`config.mk`:
```
export PLATFORM = sky130hd
export DESIGN_NAME = hamming_result_fifo
export DESIGN_NICKNAME = d
export VERILOG_FILES = /design/src/rtl/hamming_result_fifo.sv
export SDC_FILE = /design/constraint.sdc
export NUM_CORES = 1
export LEC_CHECK = 0
export CAP_MARGIN = 10
export CORE_MARGIN = 1.5
export CORE_UTILIZATION = 48
export CTS_CLUSTER_DIAMETER = 30
export CTS_CLUSTER_SIZE = 20
export DETAILED_ROUTE_END_ITERATION = 10
export PLACE_DENSITY = 0.79
export RECOVER_POWER = 100
export SLEW_MARGIN = 20
export SYNTH_ARGS = -nofsm -noshare
export SYNTH_HDL_FRONTEND = slang
export SYNTH_SLANG_ARGS = --single-unit
```
`constraint.sdc`:
```
create_clock -name clk -period 2.4 [get_ports clk]
set_input_delay 0.48 -clock clk [delete_from_list [all_inputs] [get_ports clk]]
set_output_delay 0.48 -clock clk [all_outputs]
set_load 0.01 [all_outputs]
```
`src/rtl/hamming_result_fifo.sv`:
```
// Result buffer behind the SECDED decoder: captures decoded nibbles plus a
// 2-bit status through valid/ready, holds them in a small FIFO for the
// display/UART consumer, and keeps saturating clean/corrected/uncorrectable
// word counters.
module hamming_result_fifo #(
  parameter  int DEPTH = 4,
  parameter  int CNT_W = 8,
  localparam int PTR_W = (DEPTH > 1) ? $clog2(DEPTH) : 1,
  localparam int LVL_W = $clog2(DEPTH + 1)
) (
  input  logic             clk,
  input  logic             rst_n,
  input  logic             in_valid,
  output logic             in_ready,
  input  logic [3:0]       in_data,
  input  logic             in_single,
  input  logic             in_double,
  output logic             out_valid,
  input  logic             out_ready,
  output logic [3:0]       out_data,
  output logic [1:0]       out_status,
  input  logic             clear_counts,
  output logic [CNT_W-1:0] ok_count,
  output logic [CNT_W-1:0] corr_count,
  output logic [CNT_W-1:0] uncorr_count,
  output logic [LVL_W-1:0] fifo_level
);

  localparam logic [LVL_W-1:0] FULL_LEVEL = LVL_W'(DEPTH);
  localparam logic [CNT_W-1:0] CNT_MAX    = {CNT_W{1'b1}};

  // Storage: data and status kept side by side per entry.
  logic [3:0]       data_mem_q [DEPTH];
  logic [1:0]       stat_mem_q [DEPTH];

  logic [PTR_W-1:0] rd_ptr_q, rd_ptr_d;
  logic [PTR_W-1:0] wr_ptr_q, wr_ptr_d;
  logic [LVL_W-1:0] level_q, level_d;

  logic [CNT_W-1:0] cnt_q [3];
  logic [CNT_W-1:0] cnt_d [3];

  logic             push;
  logic             pop;
  logic [1:0]       push_status;

  // Handshake flags depend on registered occupancy only, so a stalled
  // consumer never creates a combinational path back to the decoder.
  assign in_ready  = (level_q != FULL_LEVEL);
  assign out_valid = (level_q != '0);
  assign push      = in_valid & in_ready;
  assign pop       = out_valid & out_ready;

  // A double error dominates; 2'b11 can never be produced.
  assign push_status = in_double ? 2'b10 : (in_single ? 2'b01 : 2'b00);

  // Head of queue is always presented; storage is reset so it is never X.
  assign out_data     = data_mem_q[rd_ptr_q];
  assign out_status   = stat_mem_q[rd_ptr_q];
  assign fifo_level   = level_q;
  assign ok_count     = cnt_q[0];
  assign corr_count   = cnt_q[1];
  assign uncorr_count = cnt_q[2];

  // Next-state for pointers and occupancy; pointers wrap naturally because
  // DEPTH is a power of two.
  always_comb begin
    rd_ptr_d = rd_ptr_q;
    wr_ptr_d = wr_ptr_q;
    level_d  = level_q;
    if (pop)  rd_ptr_d = rd_ptr_q + PTR_W'(1);
    if (push) wr_ptr_d = wr_ptr_q + PTR_W'(1);
    case ({push, pop})
      2'b10:   level_d = level_q + LVL_W'(1);
      2'b01:   level_d = level_q - LVL_W'(1);
      default: level_d = level_q;
    endcase
  end

  // Pointer and occupancy registers; reset discards everything buffered.
  always_ff @(posedge clk) begin
    if (!rst_n) begin
      rd_ptr_q <= '0;
      wr_ptr_q <= '0;
      level_q  <= '0;
    end else begin
      rd_ptr_q <= rd_ptr_d;
      wr_ptr_q <= wr_ptr_d;
      level_q  <= level_d;
    end
  end

  generate
    for (genvar gi = 0; gi < DEPTH; gi++) begin : g_entry
      // Each entry captures the incoming word when the write pointer selects it.
      always_ff @(posedge clk) begin
        if (!rst_n) begin
          data_mem_q[gi] <= '0;
          stat_mem_q[gi] <= '0;
        end else if (push && (wr_ptr_q == PTR_W'(gi))) begin
          data_mem_q[gi] <= in_data;
          stat_mem_q[gi] <= push_status;
        end
      end
    end

    // Counter index matches the status code: 0 clean, 1 corrected, 2 uncorrectable.
    for (genvar gi = 0; gi < 3; gi++) begin : g_cnt
      // Saturating increment when a word of this class is accepted; clear wins.
      always_comb begin
        cnt_d[gi] = cnt_q[gi];
        if (clear_counts) begin
          cnt_d[gi] = '0;
        end else if (push && (push_status == 2'(gi)) && (cnt_q[gi] != CNT_MAX)) begin
          cnt_d[gi] = cnt_q[gi] + CNT_W'(1);
        end
      end

      // Counter register.
      always_ff @(posedge clk) begin
        if (!rst_n) cnt_q[gi] <= '0;
        else        cnt_q[gi] <= cnt_d[gi];
      end
    end
  endgenerate

endmodule

```
==> out/results.ini <==
[worst_setup_path]
crit_type=flop to output port
reg2reg_from=fifo_level[2]$_SDFFE_PN0P_
worstSetupEndpointType=output port
cp_max_fo=5
required_ns=1.92
timing.rr.end=fifo_level[2]$_SDFFE_PN0P_
cp.arrival_ns=1.80
startpoint_type=flop
reg2reg_setup_slack_ns=0.16
r2r_cells=10

[logic_synthesis]
synth_edf_count=24
avgSynthCellArea_um2=10.5
syn_inst=267
synth_nets=287
seq_area_frac_synth=0.494
ys.flop_type=dfxtp_1
netlist_area_um2=2800
yosys_register_bits=57
ys_types=43
ys_warn_count=0
synth-async-reset-ratio=0

[grt]
met1_usage=0.242
antenna_found_initial=0
grt_use_met2=0.341
grt_max_degree=18
gr-total-overflow=0
grtUsageTotal=0.203
grt.busiest_layer=met2
use_met3=0.0563
grt_pass1_vias=2095
grt_pass1_wl_mm=9.61

[hold_path]
min_to=wr_ptr_q[1]$_SDFFE_PN0P_
hold_path_class=flop to flop
min_from=wr_ptr_q[1]$_SDFFE_PN0P_
hold_depth=2

[detailed_routing]
firstDrtPassIters=4
routed_wl_mm=5.79
via_per_inst=5.50
drc=0
ant_nets=0
vias=2212
wire_per_inst_um=14.4
drt_iter0_drc=67

[sta]
drv_slew=0
hold_viol=0
clock_skew_ns=0.00982
setup_violations=0
min_period_ns=2.28
hold_ws_ns=0.504
max_freq_mhz=439
period_share=0.950
grt_setup_unrepaired=false
setup_slack_ns=0.120
worst_slew_pin_slew_ns=0.676
max_slew_margin=0.549
tns_ns=0

[finish]
area_growth_pct=27.0
antenna_cells=0
layout_common_cells=31 x dfxtp_1, 31 x dlygate4sd3_1, 24 x edfxtp_1, 22 x nand2_1, 16 x and2_1
fin_util=0.637
regArea_um2=1390
fin_nets=345
finalNonFillerCells=402
multi_input_area_um2=1320
drive_above_1_share=0.100
fillers=464

[floorplanning]
rows=27
core_area_um2=5570
io_pins=46
die_h_um=79.3
die_w_um=79.3
die_area_um2=6290
initial_core_util=0.501

[placement]
dp_hpwl_mm=4.01
dp_cells=385
globalplace.congestion=0.831
pre_cts_ws_ns=-0.130
io_buffers=45

[clocking]
cts_tree=done
htreeDepth=3
root_buffer=clkbuf_8
cts_buffers=9
clk_latency_ns=0.33
clock-sinks=57
cts.clk_slew.worst_paths_ns=0.07
clock_path_buffers=2
cts_hold_buffers=0

[power_and_ir_drop]
vdd_drop_max_v=0.000390
power_density_nw_per_um2=769
pwr-share-seq=0.441
netSwitchingFraction=0.280
leakagePower_uw=0.00134
p_sw_uw=765
clkPwrFrac=0.308
intPower_uw=1960
pwr-share-comb=0.250

[run_status]
status=finished, final reports clean

[run]
cap_violations=0

state kept, by name, summed over array words and instances, names as in the netlist, named ones only:
| register | count |
|---|---|
| fifo_level | 3 |
| cnt_q | 24 |
| data_mem_q | 16 |
| stat_mem_q | 8 |
| wr_ptr_q | 2 |
| rd_ptr_q | 2 |
timing repair:
item                                    CTS  global route
pin swaps                                 0             0
setup buffers                             0             1
gates resized for setup                   1             2
endpoints found under the setup margin    6             4
worst max path at each step:
stage	startpoint	to	slack, ns	depth (start not counted)
2_1_floorplan	fifo_level[0]$_SDFFE_PN0P_	fifo_level[2]$_SDFFE_PN0P_	0.02	11
3_3_place_gp	in_valid	fifo_level[2]$_SDFFE_PN0P_	0.002	9
3_5_place_dp	in_valid	fifo_level[2]$_SDFFE_PN0P_	-0.13	9
4_1_cts	flop	out_status[0]	0.03	2
5_1_grt	fifo_level[2]$_SDFFE_PN0P_	fifo_level[2]$_SDFFE_PN0P_	0.03	10
6_report	fifo_level[0]$_SDFFE_PN0P_	out_valid	0.12	3
per-stage QoR:
step                cell area (µm²)  power, µW
floorplan                      2800       1610
global placement               3380       1910
detailed placement             3380       1940
CTS                            3560       2780
global route                   3550       2880
finish                         3550       2730
worst max-delay path, stage by stage, from the launching register on:
cell and delay [ns]:
dfxtp_1 0.33, clkbuf_1 0.16, or3_1 0.37, dlygate4sd3_1 0.60
routing by layer:
layer / share of wire / up-vias
met3: 0.048 / 9
li1: - / 1111
met5: 0 / -
met1: 0.45 / 1042
met4: 0.014 / 0
met2: 0.48 / 50
area by class of cell:
cell class                      instances  area share
Sequential cell                        57       0.391
Multi-Input combinational cell        189       0.372
Timing Repair Buffer                   57       0.148
Clock buffer                            9      0.0349
Tap cell                               72      0.0254
Clock inverter                          7      0.0173
Inverter                               11      0.0123
cells by family after synthesis:
logic type | Yosys count | synth area share
flops | 57 | 0.494
fa+ha+maj | 9 | 0.0430
compound gates | 50 | 0.118
buf+inv | 21 | 0.0336
mux | 6 | 0.0483
simple gates | 119 | 0.247
xor+xnor | 5 | 0.0157
cells in the mapped netlist, types with 2 or more instances:
master,n,share of area
nor3b_2,2,0.0090
or4_1,6,0.016
clkbuf_1,5,0.0067
a21oi_1,15,0.027
nand4_1,2,0.0045
o21a_1,2,0.0054
nand3b_1,2,0.0054
a31oi_1,3,0.0067
or3_1,5,0.011
o311ai_0,3,0.0094
mux4_2,6,0.048
edfxtp_1,24,0.26
and2_1,29,0.065
o31ai_1,6,0.016
nor4_1,2,0.0045
nand2_1,22,0.030
a41o_1,2,0.0072
dfxtp_1,33,0.24
a211oi_1,3,0.0081
and4_1,4,0.013
xnor2_1,3,0.0094
inv_1,10,0.013
buf_2,4,0.0072
ha_1,8,0.036
and3_1,9,0.020
nand3_1,14,0.025
nand2b_1,2,0.0045
o21ai_0,8,0.014
nor2b_1,6,0.013
nor3_1,3,0.0054
xor2_1,2,0.0063
o41ai_1,3,0.0094
o31a_1,2,0.0063
nor2_1,8,0.011
power by group through the flow:
stage	registers (µW)	clock network, µW	logic (µW)
after global routing	1220	906	757
after detailed placement	1220	0	717
final	1200	842	684
after floorplan	1200	0	407
after CTS	1210	857	721
after global placement	1220	0	692
(Power assumes the default switching activity.)
